===== src/rtl/seg_shift_pipe.sv =====
// Pipelined segmented shifter for the shared FP32 / dual-FP16 datapath.
// Right shift accumulates sticky bits and left shift accumulates overflow, per lane.
package FPALL_pkg;
  typedef enum logic {FP32 = 1'b0, FP16 = 1'b1} fp_fmt_e;
endpackage

module seg_shift_pipe
  import FPALL_pkg::*;
#(
  parameter int TAG_W   = 4,
  parameter bit REG_MID = 1'b1
) (
  input  logic             clk,
  input  logic             rst_n,
  input  logic             flush,
  input  logic             in_valid,
  output logic             in_ready,
  input  fp_fmt_e          in_fmt,
  input  logic             in_dir,
  input  logic [23:0]      in_x,
  input  logic [7:0]       in_s,
  input  logic [TAG_W-1:0] in_tag,
  output logic             out_valid,
  input  logic             out_ready,
  output logic [25:0]      out_r,
  output logic             out_stk_h,
  output logic             out_stk_l,
  output logic             out_ovf_h,
  output logic             out_ovf_l,
  output logic [TAG_W-1:0] out_tag
);

  typedef struct packed {
    logic [25:0] r;
    logic        stk_h;
    logic        stk_l;
    logic        ovf_h;
    logic        ovf_l;
  } shv_t;

  // One fixed-distance stage. FP32 uses en_l for the whole vector; FP16 lanes are
  // shifted independently inside their 10-bit fields so nothing crosses the gap.
  function automatic shv_t shift_stage(input shv_t a, input fp_fmt_e fmt, input logic dir,
                                       input logic en_h, input logic en_l,
                                       input int unsigned k);
    shv_t        o;
    logic [25:0] m26_lo, m26_hi;
    logic [9:0]  m10_lo, m10_hi, hi, lo;
    o      = a;
    m26_lo = (26'h1 << k) - 26'h1;
    m26_hi = ~(26'h3ffffff >> k);
    m10_lo = (10'h1 << k) - 10'h1;
    m10_hi = ~(10'h3ff >> k);
    hi     = a.r[25:16];
    lo     = a.r[9:0];
    if (fmt == FP32) begin
      if (en_l) begin
        if (dir) begin
          o.ovf_l = a.ovf_l | (|(a.r & m26_hi));
          o.r     = a.r << k;
        end else begin
          o.stk_l = a.stk_l | (|(a.r & m26_lo));
          o.r     = a.r >> k;
        end
      end
    end else begin
      if (en_h) begin
        if (dir) begin
          o.ovf_h = a.ovf_h | (|(hi & m10_hi));
          hi      = hi << k;
        end else begin
          o.stk_h = a.stk_h | (|(hi & m10_lo));
          hi      = hi >> k;
        end
      end
      if (en_l) begin
        if (dir) begin
          o.ovf_l = a.ovf_l | (|(lo & m10_hi));
          lo      = lo << k;
        end else begin
          o.stk_l = a.stk_l | (|(lo & m10_lo));
          lo      = lo >> k;
        end
      end
      o.r = {hi, 6'b0, lo};
    end
    return o;
  endfunction

  // Front half: by-16 (FP32 only) and by-8 stages.
  shv_t f0, f1, f2;
  always_comb begin
    f0   = '0;
    f0.r = (in_fmt == FP32) ? {in_x, 2'b00}
                            : {in_x[23:16], 2'b00, 6'b0, in_x[7:0], 2'b00};
    f1   = shift_stage(f0, in_fmt, in_dir, 1'b0, (in_fmt == FP32) & in_s[4], 16);
    f2   = shift_stage(f1, in_fmt, in_dir, in_s[7], in_s[3], 8);
  end

  logic             out_adv;
  logic             b_valid;
  shv_t             b_w;
  fp_fmt_e          b_fmt;
  logic             b_dir;
  logic [7:0]       b_s;
  logic [TAG_W-1:0] b_tag;

  assign out_adv = !out_valid || out_ready;

  generate
    if (REG_MID) begin : g_mid
      logic             mid_valid;
      shv_t             mid_w;
      fp_fmt_e          mid_fmt;
      logic             mid_dir;
      logic [7:0]       mid_s;
      logic [TAG_W-1:0] mid_tag;

      always_ff @(posedge clk or negedge rst_n) begin
        if (!rst_n) begin
          mid_valid <= 1'b0;
          mid_w     <= '0;
          mid_fmt   <= FP32;
          mid_dir   <= 1'b0;
          mid_s     <= '0;
          mid_tag   <= '0;
        end else if (flush) begin
          mid_valid <= 1'b0;
        end else if (in_ready) begin
          mid_valid <= in_valid;
          if (in_valid) begin
            mid_w   <= f2;
            mid_fmt <= in_fmt;
            mid_dir <= in_dir;
            mid_s   <= in_s;
            mid_tag <= in_tag;
          end
        end
      end

      assign in_ready = !mid_valid || out_adv;
      assign b_valid  = mid_valid;
      assign b_w      = mid_w;
      assign b_fmt    = mid_fmt;
      assign b_dir    = mid_dir;
      assign b_s      = mid_s;
      assign b_tag    = mid_tag;
    end else begin : g_nomid
      assign in_ready = out_adv;
      assign b_valid  = in_valid;
      assign b_w      = f2;
      assign b_fmt    = in_fmt;
      assign b_dir    = in_dir;
      assign b_s      = in_s;
      assign b_tag    = in_tag;
    end
  endgenerate

  // Back half: by-4, by-2, by-1 stages feeding the output register.
  shv_t b4, b2, b1;
  always_comb begin
    b4 = shift_stage(b_w, b_fmt, b_dir, b_s[6], b_s[2], 4);
    b2 = shift_stage(b4, b_fmt, b_dir, b_s[5], b_s[1], 2);
    b1 = shift_stage(b2, b_fmt, b_dir, b_s[4], b_s[0], 1);
  end

  always_ff @(posedge clk or negedge rst_n) begin
    if (!rst_n) begin
      out_valid <= 1'b0;
      out_r     <= '0;
      out_stk_h <= 1'b0;
      out_stk_l <= 1'b0;
      out_ovf_h <= 1'b0;
      out_ovf_l <= 1'b0;
      out_tag   <= '0;
    end else if (flush) begin
      out_valid <= 1'b0;
    end else if (out_adv) begin
      out_valid <= b_valid;
      if (b_valid) begin
        out_r     <= b1.r;
        out_stk_h <= b1.stk_h;
        out_stk_l <= b1.stk_l;
        out_ovf_h <= b1.ovf_h;
        out_ovf_l <= b1.ovf_l;
        out_tag   <= b_tag;
      end
    end
  end

endmodule


===== config.mk =====
export PLATFORM = sky130hd
export DESIGN_NAME = seg_shift_pipe
export DESIGN_NICKNAME = d
export VERILOG_FILES = /design/src/rtl/seg_shift_pipe.sv
export SDC_FILE = /design/constraint.sdc
export NUM_CORES = 1
export LEC_CHECK = 0
export CAP_MARGIN = 20
export CORE_MARGIN = 2
export CORE_UTILIZATION = 38
export DETAILED_ROUTE_END_ITERATION = 6
export HOLD_SLACK_MARGIN = 0.1
export PLACE_DENSITY = 0.57
export SETUP_SLACK_MARGIN = 0.05
export SLEW_MARGIN = 15
export SYNTH_ARGS = -nofsm -noshare
export SYNTH_HDL_FRONTEND = slang
export SYNTH_SLANG_ARGS = --single-unit

===== constraint.sdc =====
create_clock -name clk -period 5.6 [get_ports clk]
set_input_delay 1.68 -clock clk [delete_from_list [all_inputs] [get_ports clk]]
set_output_delay 1.68 -clock clk [all_outputs]
set_load 0.005 [all_outputs]

# Word-level counts from Yosys, hierarchy flattened
# Cells that the tools add are included.
[word_totals]
wordCells = 160
input_bits = 43
out_inout_bits = 36
regBits = 79
[op_classes]
n_bitwise = 21
mux = 99
n_reduce_logical = 23
[op_table]
columns = ["op", "count"]
rows = [
  ["two-way mux 26 bit", 15],
  ["two-way mux 10 bit", 17],
  ["two-way mux 1 bit", 66],
  ["OR reduction 16 bit", 2],
  ["OR reduction 8 bit", 4],
  ["two-way mux 18 bit", 1],
  ["OR 1 bit", 18],
  ["OR reduction 4 bit", 4],
  ["OR reduction 10 bit", 1],
  ["OR reduction 2 bit", 4],
  ["AND reduction 3 bit", 2],
  ["nonzero test 2 bit", 2],
  ["zero test 1 bit", 2],
  ["logical OR 1 bit", 2],
  ["inverter 1 bit", 2],
  ["bitwise AND 1 bit", 1],
]

# Logic depth before layout (Yosys ltp)
[depth]
word_depth = 13
depth_mapped = 9
ltp_nobuf = 6

# Worst setup path before layout
# OpenSTA, ideal clock, no wires.
[synth_timing]
path_kind = "input to output"
from = "input port out_ready"
to = "output port in_ready"
slack_ns = 1.925
path_buffers = 0
t_required_ns = 3.920
cell_stages = 2
arrival_time_ns = 1.995
cell_sequence = "nor2b_1 nand2_1"
[synth_between]
elab_chain_len = 2
[synth_rtl]
columns = ["element", "line_no", "text"]
rows = [
  ["from (decl)", "24", "input logic out_ready,"],
  ["logical OR 1 bit", "108", "assign out_adv = !out_valid || out_ready;"],
  ["logical OR 1 bit", "141", "assign in_ready = !mid_valid || out_adv;"],
  ["to (decl)", "17", "output logic in_ready,"],
]
# No other way between the ends.

# Worst setup path after layout
# Ends and elaborated chain as after synthesis.

==> flow_metrics.env <==
export IMPL_status="complete, no violations"
export IMPL_worstSetupPathType="in -> out"
export IMPL_drtAntennaViolNets=0
export IMPL_max_freq_mhz=216
export IMPL_grt_busiest_layer="met2"
export IMPL_wl_per_cell_um=20.3
export IMPL_place_hpwl_um=14800
export IMPL_hp_class="reg -> reg"
export IMPL_drc=0
export IMPL_cts_root_buf="clkbuf_16"
export IMPL_cp_start_kind="input port"
export IMPL_yosysUniqueCellTypes=72
export IMPL_row_count=46
export IMPL_io_buffer_count=78
export IMPL_final_cell_area_um2=7350
export IMPL_antenna_found_initial=0
export IMPL_cts_tree="built"
export IMPL_fill_cells=1593
export IMPL_ir_drop_mv=0.134
export IMPL_skew_ns=0.00787
export IMPL_syn_area_um2=6210
export IMPL_n_antenna_cell=0
export IMPL_cpMostUsedCell="clkdlybuf4s50_1"
export IMPL_post_cts_buffers=0
export IMPL_hold_viol_final=0
export IMPL_wl_um=20900
export IMPL_ios=79
export IMPL_cts_resized_gates=0
export IMPL_cp_cell_sequence="clkdlybuf4s50_1 > nor2b_1 > nand2_1 > clkdlybuf4s50_1"
export IMPL_grt_met2_usage_pct=37.8
export IMPL_die_h_um=132
export IMPL_worst_path_max_fanout=5
export IMPL_synth_edf_count=0
export IMPL_worst_pin_slew_ns=1.01
export IMPL_grt_pass1_wl_um=33600
export IMPL_max_stage_delay_ns=0.46
export IMPL_syn_avg_cell_area_um2=7.97
export IMPL_grt_pass1_vias=5958
export IMPL_grt_max_degree=79
export IMPL_setup_tns_ns=0
export IMPL_hold_buffers=0
export IMPL_clockBufferDepth=2
export IMPL_numCtsBuffers=9
export IMPL_p_leak_nw=2.91
export IMPL_crit_arrival_ns=2.95
export IMPL_cts_sinks=78
export IMPL_max_cap_violations=0
export IMPL_syn_num_nets=822
export IMPL_dr_pass1_iters=7
export IMPL_met3_usage_pct=2.92
export IMPL_met1_usage_pct=34.1
export IMPL_layout_drive_gt1_share_pct=8.36
export IMPL_maxSlewHeadroom_pct=32.5
export IMPL_coreArea_um2=15900
export IMPL_clk_latency_ns=0.35
export IMPL_drtIter0Drc=640
export IMPL_avgViaCountPerCell=6.14
export IMPL_fin_crit_sh_pct=82.7
export IMPL_place_area_um2=6990
export IMPL_setup_violations=0
export IMPL_place_congestion=0.927
export IMPL_power_density_nw_per_um2=313
export IMPL_start_util_pct=38.9
export IMPL_syn2layout_area_growth_pct=18.4
export IMPL_slew_viol_final=0
export IMPL_finalCriticalPeriod_ns=4.63
export IMPL_htreeDepth=3
export IMPL_die_x_um=132
export IMPL_postSynth_asyncResetShare_pct=100
export IMPL_vias=6318
export IMPL_clk_pin_slew_ns=0.06
export IMPL_synth_flop_cell="dfrtp_1"
export IMPL_synth_seq_cells=78
export IMPL_crit_slowest_cell="clkdlybuf4s50_1"
export IMPL_cp_required_ns=3.92
export IMPL_nNetsFinal=851
export IMPL_dieArea_um2=17400
export IMPL_final_core_util_pct=46.1
export IMPL_grt_overflow=0
export IMPL_grt_usage_pct=24.1
export IMPL_ys_seq_area_share_pct=31.4
export IMPL_rsz0062_at_grt="false"
export IMPL_cp_end_kind="primary output"
export IMPL_synth_warnings=0
export IMPL_syn_inst=779
## cells by family after synthesis
family,Yosys count,share of synthesized area [%]
AO/OA/AOI/OAI,275,29.6
buffers and inverters,83,6.49
flip-flops,78,31.4
multiplexers,59,10.3
AND/OR/NAND/NOR,284,22.2
## final timing paths
| path | depth (start not counted) | startpoint | slack, ns | endpoint |
|---|---|---|---|---|
| worst min-delay path | 2 | b_tag[0] | 0.47 | out_tag[0] |
| worst max-delay path | 4 | out_ready | 0.97 | in_ready |
| worst max register to register | 7 | b_dir | 2.66 | out_r[16] |
| max in group asynchronous | 2 | rst_n | 3.72 | b_dir |
| min in group asynchronous | 1 | rst_n | 1.28 | out_r[5] |
| worst min register to register | 2 | b_tag[0] | 0.47 | out_tag[0] |
## synth_stat cells, drive strengths merged, types with 14 or more instances
library cell	count	area (um2)
o21ai	61	305
buf	39	236
mux2i	30	300
nor2	70	263
a22o	18	158
dfrtp	78	1950
a21oi	66	330
clkbuf	34	129
a31oi	17	106
a211oi	15	118
nand2b	14	87.6
nand3	25	125
nand2	101	382
mux2	28	315
## power breakdown
group          internal (W)  leakage, nW  switching [W]
Combinational      0.000399         1.76       0.000457
Clock              0.000405        0.159       0.000247
Sequential         0.000667        0.992       0.000122
## metal layers
metal	part of all wire (%)	wire length, um
met5	0	0
met4	2.7	573
met3	5.9	1240
met2	46	9600
met1	45	9450
## metrics by stage
step                cells  power (W)  setup WS, ns  hold slack, ns
finish               1029    0.00230         0.969           0.468
global placement     1012    0.00163          1.01           0.446
detailed placement   1012    0.00164         0.954           0.458
global route         1029    0.00244         0.889           0.488
CTS                  1028    0.00230         0.956           0.471
floorplan             779    0.00131          1.92           0.433
## sequential cells by signal (all words and copies together), names as in the netlist
name       cells
b_dir          1
b_fmt          1
b_s            6
b_tag          4
b_valid        1
b_w           30
out_ovf_h      1
out_ovf_l      1
out_r         26
out_stk_h      1
out_stk_l      1
out_tag        4
out_valid      1
## worst max-delay path, delay by kind of cell
family	cells	cell delay, ns
buffers and inverters	2	0.86
AND/OR/NAND/NOR	2	0.41
## placed cells by master, fill, tap and decap left out, types with 6 or more instances in the layout
master | synthesis | final
a22o_1 | 18 | 18
mux2_2 | 27 | 27
a31oi_1 | 17 | 17
nand3_1 | 25 | 25
and4b_1 | 6 | 6
nand2b_1 | 14 | 14
dfrtp_1 | 78 | 77
a221oi_1 | 7 | 7
clkdlybuf4s50_1 | 0 | 77
a211oi_1 | 14 | 14
o211ai_1 | 9 | 9
mux2i_1 | 30 | 30
o22ai_1 | 11 | 11
inv_1 | 10 | 10
nor4bb_1 | 6 | 6
a21o_1 | 6 | 6
nand3b_1 | 8 | 8
a21oi_1 | 66 | 66
clkbuf_16 | 0 | 9
buf_4 | 3 | 13
o22a_1 | 8 | 8
a22oi_1 | 7 | 7
o21ai_0 | 60 | 60
nor2_1 | 70 | 70
nor2b_1 | 11 | 11
nand2_1 | 100 | 100
nor3_1 | 12 | 12
## cell type report
type	instances	area [um2]	area share (%)
multi-input cells	618	3860	52.5
flip-flops and latches	78	1950	26.6
repair buffers	91	896	12.2
well taps	216	270	3.68
clock buffers	10	239	3.25
clock inverters	6	93.8	1.28
inverters	10	37.5	0.511
Note: power is estimated with default switching activity, not from simulation.
